$ cat src/rtl/pc_pkg.sv
// pc_pkg: shared BTB counter encoding, default entry layout and counter training helper.
package pc_pkg;
    typedef logic [1:0] ctr_t;
    localparam ctr_t SNT = 2'b00;
    localparam ctr_t WNT = 2'b01;
    localparam ctr_t WT  = 2'b10;
    localparam ctr_t ST  = 2'b11;

    localparam int BTB_DW    = 32;
    localparam int BTB_DEPTH = 16;
    localparam int BTB_IDX_W = $clog2(BTB_DEPTH);
    localparam int BTB_TAG_W = BTB_DW - BTB_IDX_W - 2;

    typedef struct packed {
        logic                 valid;
        logic [BTB_TAG_W-1:0] tag;
        logic [BTB_DW-1:0]    target;
        ctr_t                 ctr;
    } btb_entry_t;

    function automatic ctr_t ctr_update(input ctr_t c, input logic taken);
        return taken ? ((c == ST) ? ST : ctr_t'(c + 2'd1))
                     : ((c == SNT) ? SNT : ctr_t'(c - 2'd1));
    endfunction
endpackage

$ cat src/rtl/btb.sv
// btb: direct-mapped branch target buffer, combinational lookup, synchronous training.
module btb
    import pc_pkg::*;
#(
    parameter int DATA_WIDTH  = 32,
    parameter int BTB_ENTRIES = 16
) (
    input  logic                  clk,
    input  logic                  rst,
    input  logic [DATA_WIDTH-1:0] lookup_pc,
    output logic                  pred_taken,
    output logic [DATA_WIDTH-1:0] pred_target,
    input  logic                  upd_valid,
    input  logic [DATA_WIDTH-1:0] upd_pc,
    input  logic                  upd_taken,
    input  logic [DATA_WIDTH-1:0] upd_target
);
    localparam int IDX_W = $clog2(BTB_ENTRIES);
    localparam int TAG_W = DATA_WIDTH - IDX_W - 2;

    typedef struct packed {
        logic                  valid;
        logic [TAG_W-1:0]      tag;
        logic [DATA_WIDTH-1:0] target;
        ctr_t                  ctr;
    } entry_t;

    entry_t           mem [BTB_ENTRIES];
    entry_t           rd, wr;
    logic [IDX_W-1:0] ridx, widx;
    logic             rhit, whit;

    assign ridx        = lookup_pc[IDX_W+1:2];
    assign widx        = upd_pc[IDX_W+1:2];
    assign rd          = mem[ridx];
    assign wr          = mem[widx];
    assign rhit        = rd.valid && rd.tag == lookup_pc[DATA_WIDTH-1:IDX_W+2];
    assign whit        = wr.valid && wr.tag == upd_pc[DATA_WIDTH-1:IDX_W+2];
    assign pred_taken  = rhit && rd.ctr[1];
    assign pred_target = rhit ? rd.target : '0;

    // Only valid bits are cleared; stale target/ctr are unreachable until reallocation.
    always_ff @(posedge clk or negedge rst) begin
        if (!rst) begin
            for (int i = 0; i < BTB_ENTRIES; i++) mem[i].valid <= 1'b0;
        end else if (upd_valid && whit) begin
            mem[widx].ctr <= ctr_update(wr.ctr, upd_taken);
            if (upd_taken) mem[widx].target <= upd_target;
        end else if (upd_valid && upd_taken) begin
            mem[widx] <= '{valid: 1'b1, tag: upd_pc[DATA_WIDTH-1:IDX_W+2], target: upd_target, ctr: WT};
        end
    end
endmodule

$ cat src/rtl/pc_predict.sv
// pc_predict: fetch PC register with redirect/stall priority and BTB-driven next-PC prediction.
module pc_predict
    import pc_pkg::*;
#(
    parameter int                    DATA_WIDTH   = 32,
    parameter logic [DATA_WIDTH-1:0] RESET_VECTOR = '0,
    parameter int                    BTB_ENTRIES  = 16
) (
    input  logic                  clk,
    input  logic                  rst,
    input  logic                  stall,
    input  logic                  redirect,
    input  logic [DATA_WIDTH-1:0] redirect_pc,
    input  logic                  upd_valid,
    input  logic [DATA_WIDTH-1:0] upd_pc,
    input  logic                  upd_taken,
    input  logic [DATA_WIDTH-1:0] upd_target,
    output logic [DATA_WIDTH-1:0] PCout,
    output logic                  pred_taken,
    output logic [DATA_WIDTH-1:0] pred_target,
    output logic                  misaligned
);
    logic [DATA_WIDTH-1:0] next_pc;

    btb #(.DATA_WIDTH(DATA_WIDTH), .BTB_ENTRIES(BTB_ENTRIES)) u_btb (
        .clk        (clk),
        .rst        (rst),
        .lookup_pc  (PCout),
        .pred_taken (pred_taken),
        .pred_target(pred_target),
        .upd_valid  (upd_valid),
        .upd_pc     (upd_pc),
        .upd_taken  (upd_taken),
        .upd_target (upd_target)
    );

    assign next_pc = redirect   ? {redirect_pc[DATA_WIDTH-1:2], 2'b00} :
                     stall      ? PCout :
                     pred_taken ? pred_target :
                                  PCout + DATA_WIDTH'(4);

    always_ff @(posedge clk or negedge rst) begin
        if (!rst) begin
            PCout      <= RESET_VECTOR;
            misaligned <= 1'b0;
        end else begin
            PCout      <= next_pc;
            misaligned <= redirect && |redirect_pc[1:0];
        end
    end
endmodule

$ cat config.mk
export PLATFORM = sky130hd
export DESIGN_NAME = pc_predict
export DESIGN_NICKNAME = d
export VERILOG_FILES = /design/src/rtl/pc_pkg.sv /design/src/rtl/btb.sv /design/src/rtl/pc_predict.sv
export SDC_FILE = /design/constraint.sdc
export NUM_CORES = 2
export LEC_CHECK = 0
export CORE_MARGIN = 10
export CORE_UTILIZATION = 40
export CTS_BUF_LIST = sky130_fd_sc_hd__clkbuf_8
export DETAILED_ROUTE_END_ITERATION = 10
export MAX_ROUTING_LAYER = met4
export PLACE_DENSITY_LB_ADDON = 0.08
export SYNTH_ARGS = -nofsm -noshare
export SYNTH_HDL_FRONTEND = slang
export SYNTH_SLANG_ARGS = --single-unit
$ cat constraint.sdc
create_clock -name clk -period 3.75 [get_ports clk]
set_clock_uncertainty 0.05 [all_clocks]
set_input_delay 0.5625 -clock clk [delete_from_list [all_inputs] [get_ports clk]]
set_output_delay 0.5625 -clock clk [all_outputs]
set_load 0.005 [all_outputs]
Word-level counts from Yosys, hierarchy flattened
Cells that the tools add are included.
{ "word_totals": {"in_bits": 102, "wordCells": 114, "ff_bits": 1009, "out_inout_bits": 66} }
{ "op_classes": {"n_mux": 25, "magnitude_cmp": 3, "bitwise_logic": 2, "n_reduce_logical": 11, "n_addsub": 3, "eq_ne": 4} }
{ "op_table": {"columns": ["cell", "n"], "rows": [
  ["976-bit bitwise mux", 3],
  ["976-bit 2-to-1 mux", 3],
  ["61-bit demux with 4-bit select", 3],
  ["61-bit binary-select mux with 4-bit select", 2],
  ["61-bit 2-to-1 mux", 5],
  ["32-bit 2-to-1 mux", 4],
  ["26-bit equality test", 2],
  ["34-bit 2-to-1 mux", 1],
  ["32-bit by 3-bit adder with 32-bit output (second input constant)", 1],
  ["5-bit greater-or-equal comparator (second input constant)", 2],
  ["4-bit inverter with 5-bit output", 2],
  ["2-bit 2-to-1 mux", 4],
  ["1-bit logical AND", 7],
  ["5-bit by 1-bit < comparator with 1-bit output (second input constant)", 1],
  ["2-bit by 1-bit adder with 2-bit output (second input constant)", 1],
  ["2-bit equality test (second input constant)", 1],
  ["2-bit zero test", 1],
  ["2-bit by 1-bit != test with 1-bit output (second input constant)", 1],
  ["2-bit AND reduction", 1],
  ["2-bit nonzero test", 1],
  ["2-bit OR reduction", 1],
  ["2-bit by 1-bit subtractor with 2-bit output (second input constant)", 1]
]} }

Longest topological paths before layout
{ "logic_depth": {"word_depth": 11, "mapped_depth": 16, "ltp_nobuf": 9} }

Cells and area by module
A second synthesis with hierarchy kept.
{ "hier_totals": {"cells_unflattened": 4606, "area_unflattened_um2": 54898.9} }
{ "modules_own_cells": {"columns": ["mod", "cells_per_inst", "area_each_um2", "seq_area_each_um2", "instances"], "rows": [
  ["btb", 4317, 52436.5, 29228.0, 1],
  ["pc_predict", 289, 2462.4, 825.8, 1]
]} }

Worst setup path before layout
OpenSTA, ideal clock, no wires.
{ "synth_path": {"kind": "input to register", "startpoint": "input port upd_taken", "endpoint": "register u_btb.mem[156] (netlist bit) (enable)", "path_stages": 6, "path_slack_ns": -14.051, "setup_ns": 0.386, "n_path_buf": 2, "t_required_ns": 3.314, "arrival_time_ns": 17.365, "cell_sequence": "and2_1 -> clkbuf_1 -> nand2_1 -> inv_1 -> clkbuf_1 -> and3_1"} }
{ "synth_between": {"elab_chain_cells": 3} }
{ "synth_rtl": {"columns": ["element", "line", "source"], "rows": [
  ["from (decl)", "pc_predict.sv:16", "input logic upd_taken,"],
  ["1-bit logical AND", "btb.sv:49", "end else if (upd_valid && upd_taken) begin"],
  ["2-bit nonzero test (no source line)", null, null],
  ["2-bit AND reduction (no source line)", null, null],
  ["to (signal, indexed assignment)", "btb.sv:50", "mem[widx] <= '{valid: 1'b1, tag: upd_pc[DATA_WIDTH-1:IDX_W+2], target: upd_target, ctr: WT};"],
  ["to (decl)", "btb.sv:28", "entry_t mem [BTB_ENTRIES];"]
]} }
Every way passes these cells.
A chain may end at the register's enable or synchronous reset.

Worst setup path in the final report
{ "layout_path": {"startpoint": "register PCout[3]", "endpoint": "output port pred_target[0]"} }
{ "layout_between": {"elab_chain_cells": 7} }
{ "layout_rtl": {"columns": ["element", "line", "source"], "rows": [
  ["from (decl)", "pc_predict.sv:18", "output logic [DATA_WIDTH-1:0] PCout,"],
  ["from (signal assigned)", "pc_predict.sv:47", "PCout <= next_pc;"],
  ["4-bit inverter with 5-bit output (not written as such) *", "btb.sv:35", "assign rd = mem[ridx];"],
  ["61-bit binary-select mux with 4-bit select *", "btb.sv:35", null],
  ["61-bit 2-to-1 mux (not written as such) * (2 in series)", "btb.sv:35", null],
  ["26-bit equality test", "btb.sv:37", "assign rhit = rd.valid && rd.tag == lookup_pc[DATA_WIDTH-1:IDX_W+2];"],
  ["1-bit logical AND", "btb.sv:37", null],
  ["32-bit 2-to-1 mux *", "btb.sv:40", "assign pred_target = rhit ? rd.target : '0;"],
  ["to (decl)", "pc_predict.sv:20", "output logic [DATA_WIDTH-1:0] pred_target,"]
]} }
Every way passes the cells marked *; elsewhere a longest branch is shown, timed or not. The select of a mux whose other input is x is not followed.

==> report_table.html <==
<table>
<tr><th>Metric</th><th>Value</th></tr>
<tr><th colspan="2">Run status</th></tr>
<tr><td>Status</td><td>complete, but fails checks</td></tr>
<tr><td>Violations in the final reports</td><td>negative setup slack</td></tr>
<tr><th colspan="2">Clocking</th></tr>
<tr><td>Hold-fix buffer count after cts</td><td>0</td></tr>
<tr><td>Clock Path Buffers</td><td>3</td></tr>
<tr><td>Master cell of the clock root buffer</td><td>sky130_fd_sc_hd__clkbuf_8</td></tr>
<tr><td>Clock buffer count from CTS</td><td>181</td></tr>
<tr><td>Clock insertion delay at the later pin of the skew report</td><td>0.94 ns</td></tr>
<tr><td>CTS Sinks</td><td>1009</td></tr>
<tr><td>CTS tree</td><td>done</td></tr>
<tr><td>Maximum level of the CTS H-tree</td><td>4</td></tr>
<tr><td>Clock slew at the register clock pins of the worst setup and hold paths</td><td>0.06 ns</td></tr>
<tr><th colspan="2">Setup path</th></tr>
<tr><td>Type of destination of the critical path</td><td>output port</td></tr>
<tr><td>Cell count along the critical path</td><td>17</td></tr>
<tr><td>Startpoint Class</td><td>flip-flop</td></tr>
<tr><td>Library cell contributing the largest single delay on the critical path</td><td>sky130_fd_sc_hd__dfrtp_4</td></tr>
<tr><td>Worst-case register-to-register setup slack</td><td>-0.56 ns</td></tr>
<tr><td>Highest net fanout along the worst path</td><td>6</td></tr>
<tr><td>Worst Path Arrival</td><td>4.49 ns</td></tr>
<tr><td>Stage delay of the slowest cell on the critical path</td><td>0.53 ns</td></tr>
<tr><td>Critical path's top delay family</td><td>buffers and inverters</td></tr>
<tr><td>Crit path required time</td><td>3.14 ns</td></tr>
<tr><td>CP dominant cell by count</td><td>sky130_fd_sc_hd__buf_6</td></tr>
<tr><td>Bufs and invs on worst path</td><td>10</td></tr>
<tr><td>Cell depth of the worst flop-to-flop path</td><td>14</td></tr>
<tr><td>Critical path start-end classification</td><td>reg -&gt; out</td></tr>
<tr><td>Worst-path cell chain</td><td>buf_12 &gt; buf_4 &gt; buf_4 &gt; mux4_2 &gt; a22oi_2 &gt; buf_6 &gt; a21oi_1 &gt; a2111oi_4 &gt; buf_4 &gt; nand4_1 &gt; nor3b_4 &gt; buf_6 &gt; buf_6 &gt; buf_12 &gt; buf_6 &gt; and2_4 &gt; buf_6</td></tr>
<tr><th colspan="2">Synthesis</th></tr>
<tr><td>Mapped Avg Cell Area</td><td>11.6 um^2</td></tr>
<tr><td>Flip-flop and latch count after synthesis</td><td>1009</td></tr>
<tr><td>Adder-cell area share of the yosys netlist</td><td>0.000584</td></tr>
<tr><td>Most instantiated cells after synthesis</td><td>sky130_fd_sc_hd__nand2_1, sky130_fd_sc_hd__edfxtp_1, sky130_fd_sc_hd__a21oi_1, sky130_fd_sc_hd__and3_1, sky130_fd_sc_hd__mux4_2</td></tr>
<tr><td>Area fraction in compound gates after synthesis</td><td>0.0760</td></tr>
<tr><td>Most used standard cell by instance count after synthesis</td><td>sky130_fd_sc_hd__nand2_1</td></tr>
<tr><td>Fraction of the yosys area taken by sequential cells</td><td>0.539</td></tr>
<tr><td>Total of warnings raised by yosys</td><td>0</td></tr>
<tr><td>Largest area contributor in the netlist</td><td>sky130_fd_sc_hd__edfxtp_1</td></tr>
<tr><td>Combinational family with the most area after synthesis</td><td>multiplexers</td></tr>
<tr><td>Post-synth cell types</td><td>63</td></tr>
<tr><td>Share of synthesized area spent on multiplexers</td><td>0.173</td></tr>
<tr><td>Synthesized net count</td><td>4886</td></tr>
<tr><td>Area share of the leading cell type in the synthesized netlist</td><td>0.517</td></tr>
<tr><td>Xor and xnor fraction of the mapped netlist area</td><td>0.0112</td></tr>
<tr><td>Area share of and/or/nand/nor cells after synthesis</td><td>0.156</td></tr>
<tr><td>Leading cell types by total area after synthesis</td><td>sky130_fd_sc_hd__edfxtp_1, sky130_fd_sc_hd__mux4_2, sky130_fd_sc_hd__nand2_1, sky130_fd_sc_hd__a21oi_1, sky130_fd_sc_hd__and3_1</td></tr>
<tr><td>Number of enable-type register cells in the synthesized netlist</td><td>960</td></tr>
<tr><td>Fraction of registers with async set or reset after synthesis</td><td>0.0486</td></tr>
<tr><td>Post-synthesis instance area</td><td>55700 um^2</td></tr>
<tr><td>Ys flop type</td><td>sky130_fd_sc_hd__edfxtp_1</td></tr>
<tr><td>Number of standard cells after synthesis</td><td>4783</td></tr>
<tr><th colspan="2">Floorplanning</th></tr>
<tr><td>Placeable core region</td><td>138000 um^2</td></tr>
<tr><td>Number of top-level design ports</td><td>168</td></tr>
<tr><td>Full die area</td><td>155000 um^2</td></tr>
<tr><td>Initial core utilization</td><td>0.404</td></tr>
<tr><td>Floorplan die width</td><td>393 um</td></tr>
<tr><td>Height of the chip</td><td>393 um</td></tr>
<tr><td>Site row count</td><td>136</td></tr>
<tr><th colspan="2">STA</th></tr>
<tr><td>Min Hold Slack</td><td>0.100 ns</td></tr>
<tr><td>Final Hold Viols</td><td>0</td></tr>
<tr><td>Transition time of the tightest slew-check pin</td><td>0.915 ns</td></tr>
<tr><td>Final Max Slew Viols</td><td>0</td></tr>
<tr><td>Total negative slack for setup checks</td><td>-513.01 ns</td></tr>
<tr><td>RSZ-0062 raised after global routing</td><td>yes</td></tr>
<tr><td>Final worst-path setup slack</td><td>-1.36 ns</td></tr>
<tr><td>Crit share post-route</td><td>1.36</td></tr>
<tr><td>Final number of setup-violating endpoints</td><td>1473</td></tr>
<tr><td>Clock period minus final worst setup slack</td><td>5.11 ns</td></tr>
<tr><td>Headroom to the max-slew limit</td><td>0.390</td></tr>
<tr><td>Maximum clock rate</td><td>196 MHz</td></tr>
<tr><th colspan="2">Routing</th></tr>
<tr><td>Average wire per cell in the routed design</td><td>31.6 um</td></tr>
<tr><td>Routed length on met3</td><td>19900 um</td></tr>
<tr><td>First-pass iteration count of the detailed router</td><td>8</td></tr>
<tr><td>Routed wire length on met2</td><td>109000 um</td></tr>
<tr><td>Iteration-0 DRC Markers</td><td>5374</td></tr>
<tr><td>Number of nets with antenna violations after routing</td><td>0</td></tr>
<tr><td>DRC Markers</td><td>0</td></tr>
<tr><td>Vias post-DR</td><td>44800</td></tr>
<tr><td>Highest routed layer</td><td>met4</td></tr>
<tr><td>Wire length reported by the detailed router</td><td>232000 um</td></tr>
<tr><td>Detailed-routing wirelength on met1</td><td>94600 um</td></tr>
<tr><td>Vias per cell</td><td>6.09</td></tr>
<tr><th colspan="2">Global route</th></tr>
<tr><td>Maximum number of pins on one net before global-route repair</td><td>105</td></tr>
<tr><td>Number of antenna violations at the first check in global routing</td><td>13</td></tr>
<tr><td>Number of global-route vias before repair</td><td>43900</td></tr>
<tr><td>Remaining global-route overflow</td><td>0</td></tr>
<tr><td>Total global routing track utilization</td><td>0.299</td></tr>
<tr><td>Wire length of the first global-routing pass</td><td>327000 um</td></tr>
<tr><th colspan="2">Worst hold path</th></tr>
<tr><td>Class of the tightest hold or removal check</td><td>in -&gt; async</td></tr>
<tr><th colspan="2">Power</th></tr>
<tr><td>Reported leakage power</td><td>26.0 nW</td></tr>
<tr><td>Sequential cell fraction of total power</td><td>0.451</td></tr>
<tr><td>Switching power summed over all nets</td><td>8.39 mW</td></tr>
<tr><td>Total internal power</td><td>19.9 mW</td></tr>
<tr><td>Sw Share</td><td>0.296</td></tr>
<tr><td>Power per unit of standard cell area</td><td>395 nW/um^2</td></tr>
<tr><td>Maximum ir drop on the vdd rail</td><td>0.328 mV</td></tr>
<tr><td>Clock group share of total power</td><td>0.351</td></tr>
<tr><td>Portion of total power attributed to combinational logic</td><td>0.198</td></tr>
<tr><th colspan="2">Finish</th></tr>
<tr><td>Area growth from synthesis to layout</td><td>28.8%</td></tr>
<tr><td>Core utilization of the finished layout</td><td>0.520</td></tr>
<tr><td>Number of inserted filler cells in the final layout</td><td>12000</td></tr>
<tr><td>Layout cells sized above 1</td><td>0.361</td></tr>
<tr><td>Net total in the final layout</td><td>5437</td></tr>
<tr><th colspan="2">Placed design</th></tr>
<tr><td>Number of port buffers</td><td>165</td></tr>
<tr><td>Half-perimeter wire length of the detailed placement result</td><td>144000 um</td></tr>
<tr><td>Weighted congestion reported at the end of routability-driven placement</td><td>0.885</td></tr>
<tr><th colspan="2">Run</th></tr>
<tr><td>Max-capacitance violation count</td><td>0</td></tr>
</table>
==> path summary, 6_finish.rpt <==
check / from / to
worst max-delay path: PCout[3] / pred_target[0]
max in group asynchronous: rst / PCout[4]
min in group clk: redirect_pc[1] / misaligned
worst min-delay path: rst / PCout[27]
worst max register to register: u_btb.mem[714] / u_btb.mem[373]
worst min register to register: u_btb.mem[609] / u_btb.mem[609]
==> layer usage <==
layer | vias up | GRT usage
met1 | 23000 | 0.399
met3 | 462 | 0.0544
li1 | 19000 | -
met5 | - | -
met4 | 0 | 0.104
met2 | 2310 | 0.460
==> stage by stage <==
step	setup slack (ns)	power, mW	std cells	instance area [um^2]
2_1_floorplan	-0.441	15.5	4783	56000
3_3_place_gp	-1.07	18.1	6881	63800
3_5_place_dp	-1.05	18.1	6881	63800
4_1_cts	-1.50	28.2	7294	69300
5_1_grt	-1.52	29.2	7346	71800
6_report	-1.36	28.3	7347	71800
==> placed cells by master, fill, tap and decap left out, drive strengths merged, types with 18 or more instances in the layout <==
| cell type | Yosys | layout |
|---|---|---|
| o22ai | 30 | 30 |
| nor4 | 42 | 42 |
| nor2 | 69 | 69 |
| a21oi | 602 | 602 |
| a31oi | 30 | 30 |
| nand4 | 18 | 18 |
| nand3 | 21 | 21 |
| edfxtp | 960 | 960 |
| xnor2 | 55 | 55 |
| or3 | 27 | 27 |
| clkdlybuf4s50 | 0 | 126 |
| and3 | 437 | 437 |
| inv | 50 | 126 |
| dfrtp | 49 | 49 |
| clkbuf | 349 | 210 |
| mux4 | 383 | 383 |
| buf | 176 | 745 |
| nor3 | 25 | 25 |
| nand2 | 1144 | 1144 |
| and2 | 41 | 41 |
| mux2i | 85 | 85 |
| clkinv | 2 | 50 |
==> kinds of logic (layout without fill, tap and decap cells) <==
| kind of cell | Yosys count | after routing |
|---|---|---|
| compound gates | 768 | 768 |
| xor+xnor | 71 | 71 |
| fa+ha+maj | 3 | 3 |
| buf+inv | 577 | 1266 |
| flops | 1009 | 1009 |
| mux | 482 | 482 |
| other cells | 0 | 12 |
| simple gates | 1873 | 1873 |
==> power groups by stage <==
stage / Sequential, mW / Clock, mW / Combinational [mW]
after floorplan: 12.9 / 0 / 2.61
after global placement: 13.0 / 0 / 5.08
after detailed placement: 13.0 / 0 / 5.10
after CTS: 12.8 / 10.1 / 5.33
after global routing: 12.8 / 10.6 / 5.82
final: 12.8 / 9.94 / 5.59
==> area by class of cell <==
| type | count | area [um^2] | share of cell area |
|---|---|---|---|
| Antenna cell | 12 | 30.0 | 0.000418 |
| Clock buffer | 190 | 2620 | 0.0364 |
| Clock inverter | 131 | 682 | 0.00950 |
| Inverter | 52 | 205 | 0.00286 |
| Multi-Input combinational cell | 3197 | 25700 | 0.357 |
| Sequential cell | 1009 | 30100 | 0.419 |
| Tap cell | 1863 | 2330 | 0.0325 |
| Timing Repair Buffer | 893 | 10200 | 0.142 |
==> registers in the layout, indices dropped and copies added, names as in the netlist <==
signal and cells:
u_btb.mem 976, PCout 32, misaligned 1
==> what timing repair did <==
action | in CTS | in global routing
resized for setup | 343 | 531
cloned | 26 | 23
buffers inserted | 68 | 40
endpoints found under the setup margin | 1449 | 1473
pin swaps | 16 | 17
Note: power is estimated with default switching activity, not from simulation.
